==> src/rtl/uart_tx_frame.sv <==
// UART transmit stage: one-entry holding register feeding a start/data/parity/stop
// serialiser with its own bit-rate divider; frames can run back-to-back.
module uart_tx_frame #(
  parameter int CLKS_PER_BIT = 16,
  parameter int PARITY_EN    = 1,
  parameter int STOP_BITS    = 1
) (
  input  logic       clk,
  input  logic       reset,
  input  logic [7:0] tx_data,
  input  logic       tx_valid,
  output logic       tx_ready,
  output logic       tx_out,
  output logic       tx_busy,
  output logic       bit_tick
);
  localparam int CW = (CLKS_PER_BIT > 1) ? $clog2(CLKS_PER_BIT) : 1;
  localparam logic [CW-1:0] CNT_MAX = CW'(CLKS_PER_BIT - 1);
  localparam logic STOP_LAST = (STOP_BITS == 2);

  localparam logic [2:0] IDLE   = 3'd0;
  localparam logic [2:0] START  = 3'd1;
  localparam logic [2:0] DATA   = 3'd2;
  localparam logic [2:0] PARITY = 3'd3;
  localparam logic [2:0] STOP   = 3'd4;

  logic [2:0]    state_q, state_d;
  logic [CW-1:0] cnt_q, cnt_d;
  logic [2:0]    idx_q, idx_d;
  logic          stop_q, stop_d;
  logic [7:0]    shift_q, shift_d;
  logic [7:0]    hold_q, hold_d;
  logic          hold_full_q, hold_full_d;
  logic          tx_out_q, tx_out_d;
  logic          busy_q, busy_d;
  logic          tick_q, tick_d;
  logic          tick_now, load, accept;

  always_comb begin
    state_d     = state_q;
    idx_d       = idx_q;
    stop_d      = stop_q;
    shift_d     = shift_q;
    hold_d      = hold_q;
    hold_full_d = hold_full_q;
    load        = 1'b0;
    tick_now    = (state_q != IDLE) && (cnt_q == CNT_MAX);
    accept      = tx_valid && !hold_full_q;
    cnt_d       = (state_q == IDLE || tick_now) ? '0 : cnt_q + 1'b1;

    case (state_q)
      IDLE:
        if (hold_full_q) begin
          load    = 1'b1;
          state_d = START;
        end
      START:
        if (tick_now) begin
          state_d = DATA;
          idx_d   = 3'd7;
        end
      DATA:
        if (tick_now) begin
          if (idx_q == 3'd0) begin
            state_d = (PARITY_EN != 0) ? PARITY : STOP;
            stop_d  = 1'b0;
          end else begin
            idx_d = idx_q - 3'd1;
          end
        end
      PARITY:
        if (tick_now) begin
          state_d = STOP;
          stop_d  = 1'b0;
        end
      STOP:
        if (tick_now) begin
          if (stop_q == STOP_LAST) begin
            // Held byte goes straight into the next start bit, no idle cycle.
            if (hold_full_q) begin
              load    = 1'b1;
              state_d = START;
            end else begin
              state_d = IDLE;
            end
          end else begin
            stop_d = 1'b1;
          end
        end
      default: state_d = IDLE;
    endcase

    if (load) begin
      shift_d     = hold_q;
      hold_full_d = 1'b0;
      cnt_d       = '0;
      stop_d      = 1'b0;
    end
    // accept needs an empty holder, load a full one, so they never collide
    if (accept) begin
      hold_d      = tx_data;
      hold_full_d = 1'b1;
    end

    // Outputs are registered, so decode them from the next-state values.
    case (state_d)
      START:   tx_out_d = 1'b0;
      DATA:    tx_out_d = shift_d[idx_d];
      PARITY:  tx_out_d = ^shift_d;
      default: tx_out_d = 1'b1;
    endcase
    busy_d = (state_d != IDLE);
    tick_d = (state_d != IDLE) && (cnt_d == CNT_MAX);
  end

  always_ff @(posedge clk or negedge reset) begin
    if (!reset) begin
      state_q     <= IDLE;
      cnt_q       <= '0;
      idx_q       <= 3'd7;
      stop_q      <= 1'b0;
      shift_q     <= '0;
      hold_q      <= '0;
      hold_full_q <= 1'b0;
      tx_out_q    <= 1'b1;
      busy_q      <= 1'b0;
      tick_q      <= 1'b0;
    end else begin
      state_q     <= state_d;
      cnt_q       <= cnt_d;
      idx_q       <= idx_d;
      stop_q      <= stop_d;
      shift_q     <= shift_d;
      hold_q      <= hold_d;
      hold_full_q <= hold_full_d;
      tx_out_q    <= tx_out_d;
      busy_q      <= busy_d;
      tick_q      <= tick_d;
    end
  end

  assign tx_ready = !hold_full_q;
  assign tx_out   = tx_out_q;
  assign tx_busy  = busy_q;
  assign bit_tick = tick_q;
endmodule

==> config.mk <==
export PLATFORM = sky130hd
export DESIGN_NAME = uart_tx_frame
export DESIGN_NICKNAME = d
export VERILOG_FILES = /design/src/rtl/uart_tx_frame.sv
export SDC_FILE = /design/constraint.sdc
export NUM_CORES = 1
export LEC_CHECK = 0
export ABC_AREA = 1
export BUFFER_PORTS_ARGS = -buffer_cell sky130_fd_sc_hd__buf_4
export CAP_MARGIN = 40
export CORE_UTILIZATION = 50
export CTS_BUF_LIST = sky130_fd_sc_hd__clkbuf_4 sky130_fd_sc_hd__clkbuf_8 sky130_fd_sc_hd__clkbuf_16
export DETAILED_ROUTE_END_ITERATION = 16
export PLACE_DENSITY = 0.7
export REMOVE_ABC_BUFFERS = 1
export SETUP_SLACK_MARGIN = 0.15
export SYNTH_ARGS = -nofsm -noshare
export SYNTH_HDL_FRONTEND = slang
export SYNTH_SLANG_ARGS = --single-unit
==> constraint.sdc <==
create_clock -name clk -period 3.4 [get_ports clk]
set_clock_uncertainty 0.1 [all_clocks]
set_input_delay 0.34 -clock clk [delete_from_list [all_inputs] [get_ports clk]]
set_output_delay 0.34 -clock clk [all_outputs]
set_load 0.1 [all_outputs]
After elaboration in Yosys (flattened, before gate mapping)
Index checks and enable logic that the tools add are counted.
Storage, ports and cells
  register bits: 31
  bits of input ports: 11
  output and inout bits: 4
Operators by class
  $add $sub $neg: 2
  $lt $le $gt $ge: 1
  eq/ne operators: 13
  multiplexer cells: 32
  reduce and logical (&&, ||, !) cells: 13
Operator list (count)
  3-bit two-way mux: 10
  3-bit case mux with 5 select lines: 1
  1-bit two-way mux: 13
  3-bit by 2-bit == test with 1-bit output, second input constant: 4
  3-bit != test, second input constant: 4
  4-bit == test, second input constant: 2
  4-bit two-way mux: 2
  8-bit two-way mux: 1
  8-bit parity: 1
  3-bit by 1-bit == test with 1-bit output, second input constant: 2
  3-bit logical NOT: 2
  1-bit case mux with 3 select lines: 2
  3-bit case mux with 2 select lines: 1
  3-bit nonzero test: 2
  5-bit AND reduction: 1
  4-bit by 1-bit adder with 4-bit output, second input constant: 1
  3-bit by 4-bit < comparator with 1-bit output, second input constant: 1
  4-bit nonzero test: 1
  1-bit binary-select mux with 3-bit select: 1
  3-bit == test, second input constant: 1
  1-bit logical AND: 3
  3-bit by 1-bit subtractor with 3-bit output, second input constant: 1
  1-bit case mux with 2 select lines: 1
  2-bit nonzero test: 1
  2 further kinds: 2

Longest topological paths before layout
  word-level depth: 8
  depth in mapped cells: 15
  depth with buffers taken out: 14

Worst setup path before layout
OpenSTA, ideal clock, no wires.
  kind: register to register
  start point: register hold_full_q
  end point: register tx_out_q, in the netlist tx_out
  data arrival time: 1968 ps
  required time: 3218 ps
  slack: 1249 ps
  stages on the path, launching flop included: 14
  path buffers: 1
  clock period less this slack: 2151 ps
  path through: dfrtp_1 > inv_1 > nor2_8 > buf_6 > nand3_1 > nand2_1 > nand2_1 > nand2_2 > nand2_2 > inv_1 > nor2_1 > nand2_1 > nand3_1 > nand3_1
Between the ends
  word-level cells in the longest chain between the ends: 8
Ends and longest elaborated chain
  start, declared: line 33  | logic hold_full_q, hold_full_d;
  start signal, assigned: line 135  | hold_full_q <= hold_full_d;
  1-bit two-way mux: line 53, 80
  1-bit two-way mux: line 78  | if (stop_q == STOP_LAST) begin
  1-bit two-way mux: line 77  | if (tick_now) begin
  1-bit case mux with 2 select lines: line 51  | case (state_q)
  8-bit two-way mux: line 93  | if (load) begin
  1-bit binary-select mux with 3-bit select: line 108  | DATA: tx_out_d = shift_d[idx_d];
  1-bit two-way mux (implied by the code): line 108
  1-bit case mux with 3 select lines (*): line 106  | case (state_d)
  net tx_out_d: line 34  | logic tx_out_q, tx_out_d;
  end signal, assigned: line 136  | tx_out_q <= tx_out_d;
  end, declared: line 34
Mark *: on every way through the listed nets, which the timed path passes. The rest lies on a longest branch. The select of a mux whose other input is x is not followed.
A chain may end at the register's enable or synchronous reset.

Worst setup path after layout
  start point: register state_q[0]
  end point: register tx_out_q, in the netlist tx_out
Between the ends
  word-level cells in the longest chain between the ends: 8
Ends and longest elaborated chain
  start, declared: line 27  | logic [2:0] state_q, state_d;
  start signal, assigned: line 129  | state_q <= state_d;
  3-bit nonzero test: line 47  | tick_now = (state_q != IDLE) && (cnt_q == CNT_MAX);
  1-bit logical AND: line 47
  1-bit two-way mux: line 77
  1-bit case mux with 2 select lines: line 51
  8-bit two-way mux: line 93
  1-bit binary-select mux with 3-bit select: line 108
  1-bit two-way mux (implied by the code): line 108
  1-bit case mux with 3 select lines (*): line 106
  net tx_out_d: line 34
Marks and branches as above.

==> impl_metrics.yaml <==
timing:
  fin_crit_sh_pct: 58.4
  tns_ns: 0
  worst_slack_ns: 1.42
  setup_viol: 0
  clock.fmax_ghz: 0.504
  period_needed_ns: 1.98
  report.final.slew_viol_count: 0
  finalHoldViolCount: 0
  slew_headroom_pct: 71.6
  rsz0062_at_grt: "false"
  worstMarginPinSlew_ns: 0.422
  timing.hold.ws_ns: 0.174
place:
  post_dp_cell_area_sq_mm: 0.00203
  gp_congestion: 0.831
  dp_cells: 299
  io_buffers: 14
  dp_hpwl_um: 2600
  post-place-ws_ns: 1.41
hold_path:
  min_path_cells: 2
  holdCritStartpoint: "tx_valid"
  hold_path.class: "in2reg"
  worst_hold_path.endpoint: "hold_full_q"
power:
  power_density_mw_per_mm2: 970
  vdd_drop_max_uv: 542
  p_leak_uw: 0.00109
die:
  io_pins: 15
  die_area_sq_mm: 0.00405
  num_rows: 22
  initial_core_util_pct: 51.8
  die_x_um: 63.6
  die_h_um: 63.6
  core_sq_mm: 0.00366
worst_setup_path:
  ff2ff_path_depth: 14
  cp_max_fo: 17
  cp-start-kind: "flop"
  worstPathArrival_ns: 2.09
  crit_type: "reg2reg"
  reg2reg_from: "state_q[0]"
  reg2reg_to: "tx_out"
  crit_path_end_kind: "flop"
  cp_data_required_time_ns: 3.51
  r2r_slack_ns: 1.42
logic_synthesis:
  synthSimpleGateAreaFrac_pct: 42.5
  synth_cell_type_count: 29
  synth.largest_area_cell: "dfrtp_1"
  synth_seq_cells: 30
  yosys-mux-area-fraction_pct: 3.56
  synth_xor_area_share_pct: 0.923
  avgSynthCellArea_sq_um: 7.91
  yosys-top-cells-area: "dfrtp_1 34%, nand2_1 14%, nand3_1 8.7%"
  synthAdderAreaFrac_pct: 1.98
  synth_top_family_by_area: "simple AND/OR/NAND/NOR gates"
  netlist_instances: 240
  synth-compound-area-share_pct: 3.49
  yosysSeqAreaShare_pct: 39.8
  yosys_warnings: 0
  yosys.area.top_type_share_pct: 34.3
  synth_area_sq_mm: 0.00190
cells_and_area:
  mostFrequentLayoutCells: "72 x nand2_1, 33 x nand3_1, 27 x inv_1"
  fillers: 352
  layout-drive-gt1-share_pct: 23.8
  final_common_cell: "nand2_1"
  fin_cells: 308
  area.growth.synth_to_final_pct: 12.3
  antenna_cells: 0
  finalNetCount: 273
  final_area_sq_mm: 0.00213
cts:
  postCtsSetupRepairBufs: 0
  clockBufferDepth: 2
  clock_latency_ns: 0.28
  cts_tree: "done"
  h-tree-depth: 2
  cts_root_buffer: "clkbuf_8"
  numClockSinks: 30
  cts_buffers: 5
  path_clk_slew_ns: 0.06
drt:
  drcViolationCount: 0
  first_iter_violations: 96
  ant_nets: 0
  wirelength_um: 3450
  first_pass_iters: 4
  avgRoutedWirePerCell_um: 11.2
  viasPerCell: 5.05
  vias: 1555
grt:
  grtUsageTotal_pct: 19.7
  grt_pass1_wl_um: 6200
  grt_overflow_total: 0
  grt_antenna_before_repair: 0
  grt_pass1_vias: 1430
  grt_max_degree: 31
flow_run:
  maxCapViolations: 0
outcome:
  status: "finished, final reports clean"
[flip-flops by register name, summed over array words and instances, names as in the netlist]
register / cells
hold_q: 8
tx_busy: 1
tx_out: 1
state_q: 3
shift_q: 8
idx_q: 3
bit_tick: 1
cnt_q: 4
hold_full_q: 1
[worst max-delay path: stages, from the launching register on]
cell and delay, ns:
dfrtp_1 0.45, inv_2 0.13, nand2_4 0.09, nor2_8 0.26, nand2_8 0.15, nand2_1 0.10
nand2_1 0.07, nand2_1 0.10, nand2_2 0.07, nand2_2 0.07, inv_1 0.03, nor2_1 0.09
nand2_1 0.06, nand3_1 0.06, nand3_1 0.07
[cell families after synthesis]
kind of cell             after synthesis
adder cells (fa/ha/maj)                3
XOR/XNOR                               2
AO/OA/AOI/OAI                          9
multiplexers                           6
buffers and inverters                 32
flip-flops                            30
AND/OR/NAND/NOR                      158
[final cells by class]
cell class              instances  area, sq um  share of cell area [%]
multi-input cells             178          996                    46.7
flip-flops and latches         30          756                    35.5
repair buffers                 15          115                    5.40
inverters                      29          109                    5.11
clock buffers                   7         90.1                    4.23
well taps                      48         60.1                    2.82
clock inverters                 1         5.00                   0.235
[repair_timing]
| action | 4_1_cts | 5_1_grt |
|---|---|---|
| endpoints found under the hold margin | 26 | 0 |
| hold buffers | 1 | 0 |
| endpoints found under the setup margin | 0 | 0 |
| resized for setup | 0 | 0 |
[stage by stage]
step           utilization, %  total power [uW]
2_1_floorplan               -              1550
6_report                 58.2              2070
3_5_place_dp             55.3              1780
3_3_place_gp             55.3              1750
5_1_grt                  58.2              2260
4_1_cts                  58.2              2090
[cells in the mapped netlist (all sizes together)]
cell / instances
nand2: 95
nand3: 35
inv: 29
dfrtp: 26
nor2: 18
mux2: 6
nand3b: 6
a21oi: 4
dfstp: 4
buf: 3
ha: 3
nand4: 3
o21a: 2
nor3b: 1
o21ai: 1
o221ai: 1
o22ai: 1
xnor2: 1
xor2: 1
[routing by layer]
| layer | up-vias | wire length, um | global-route usage (%) |
|---|---|---|---|
| met5 | - | 0 | 0 |
| met4 | 0 | 38 | 7.67 |
| met3 | 5 | 135 | 3.80 |
| met2 | 25 | 1640 | 32.3 |
| met1 | 716 | 1640 | 25.3 |
| li1 | 809 | - | - |
[power by group]
part / internal [uW] / switching, uW
clock network: 171 / 129
registers: 531 / 108
logic: 394 / 733
total: 1100 / 970
[worst max path at each step]
stage,startpoint,end
CTS,state_q[0],tx_out
finish,state_q[0],tx_out
floorplan,hold_full_q,tx_out
detailed placement,state_q[0],tx_out
global placement,cnt_q[0],tx_out
global route,cnt_q[0],tx_out
(Power assumes the default switching activity.)
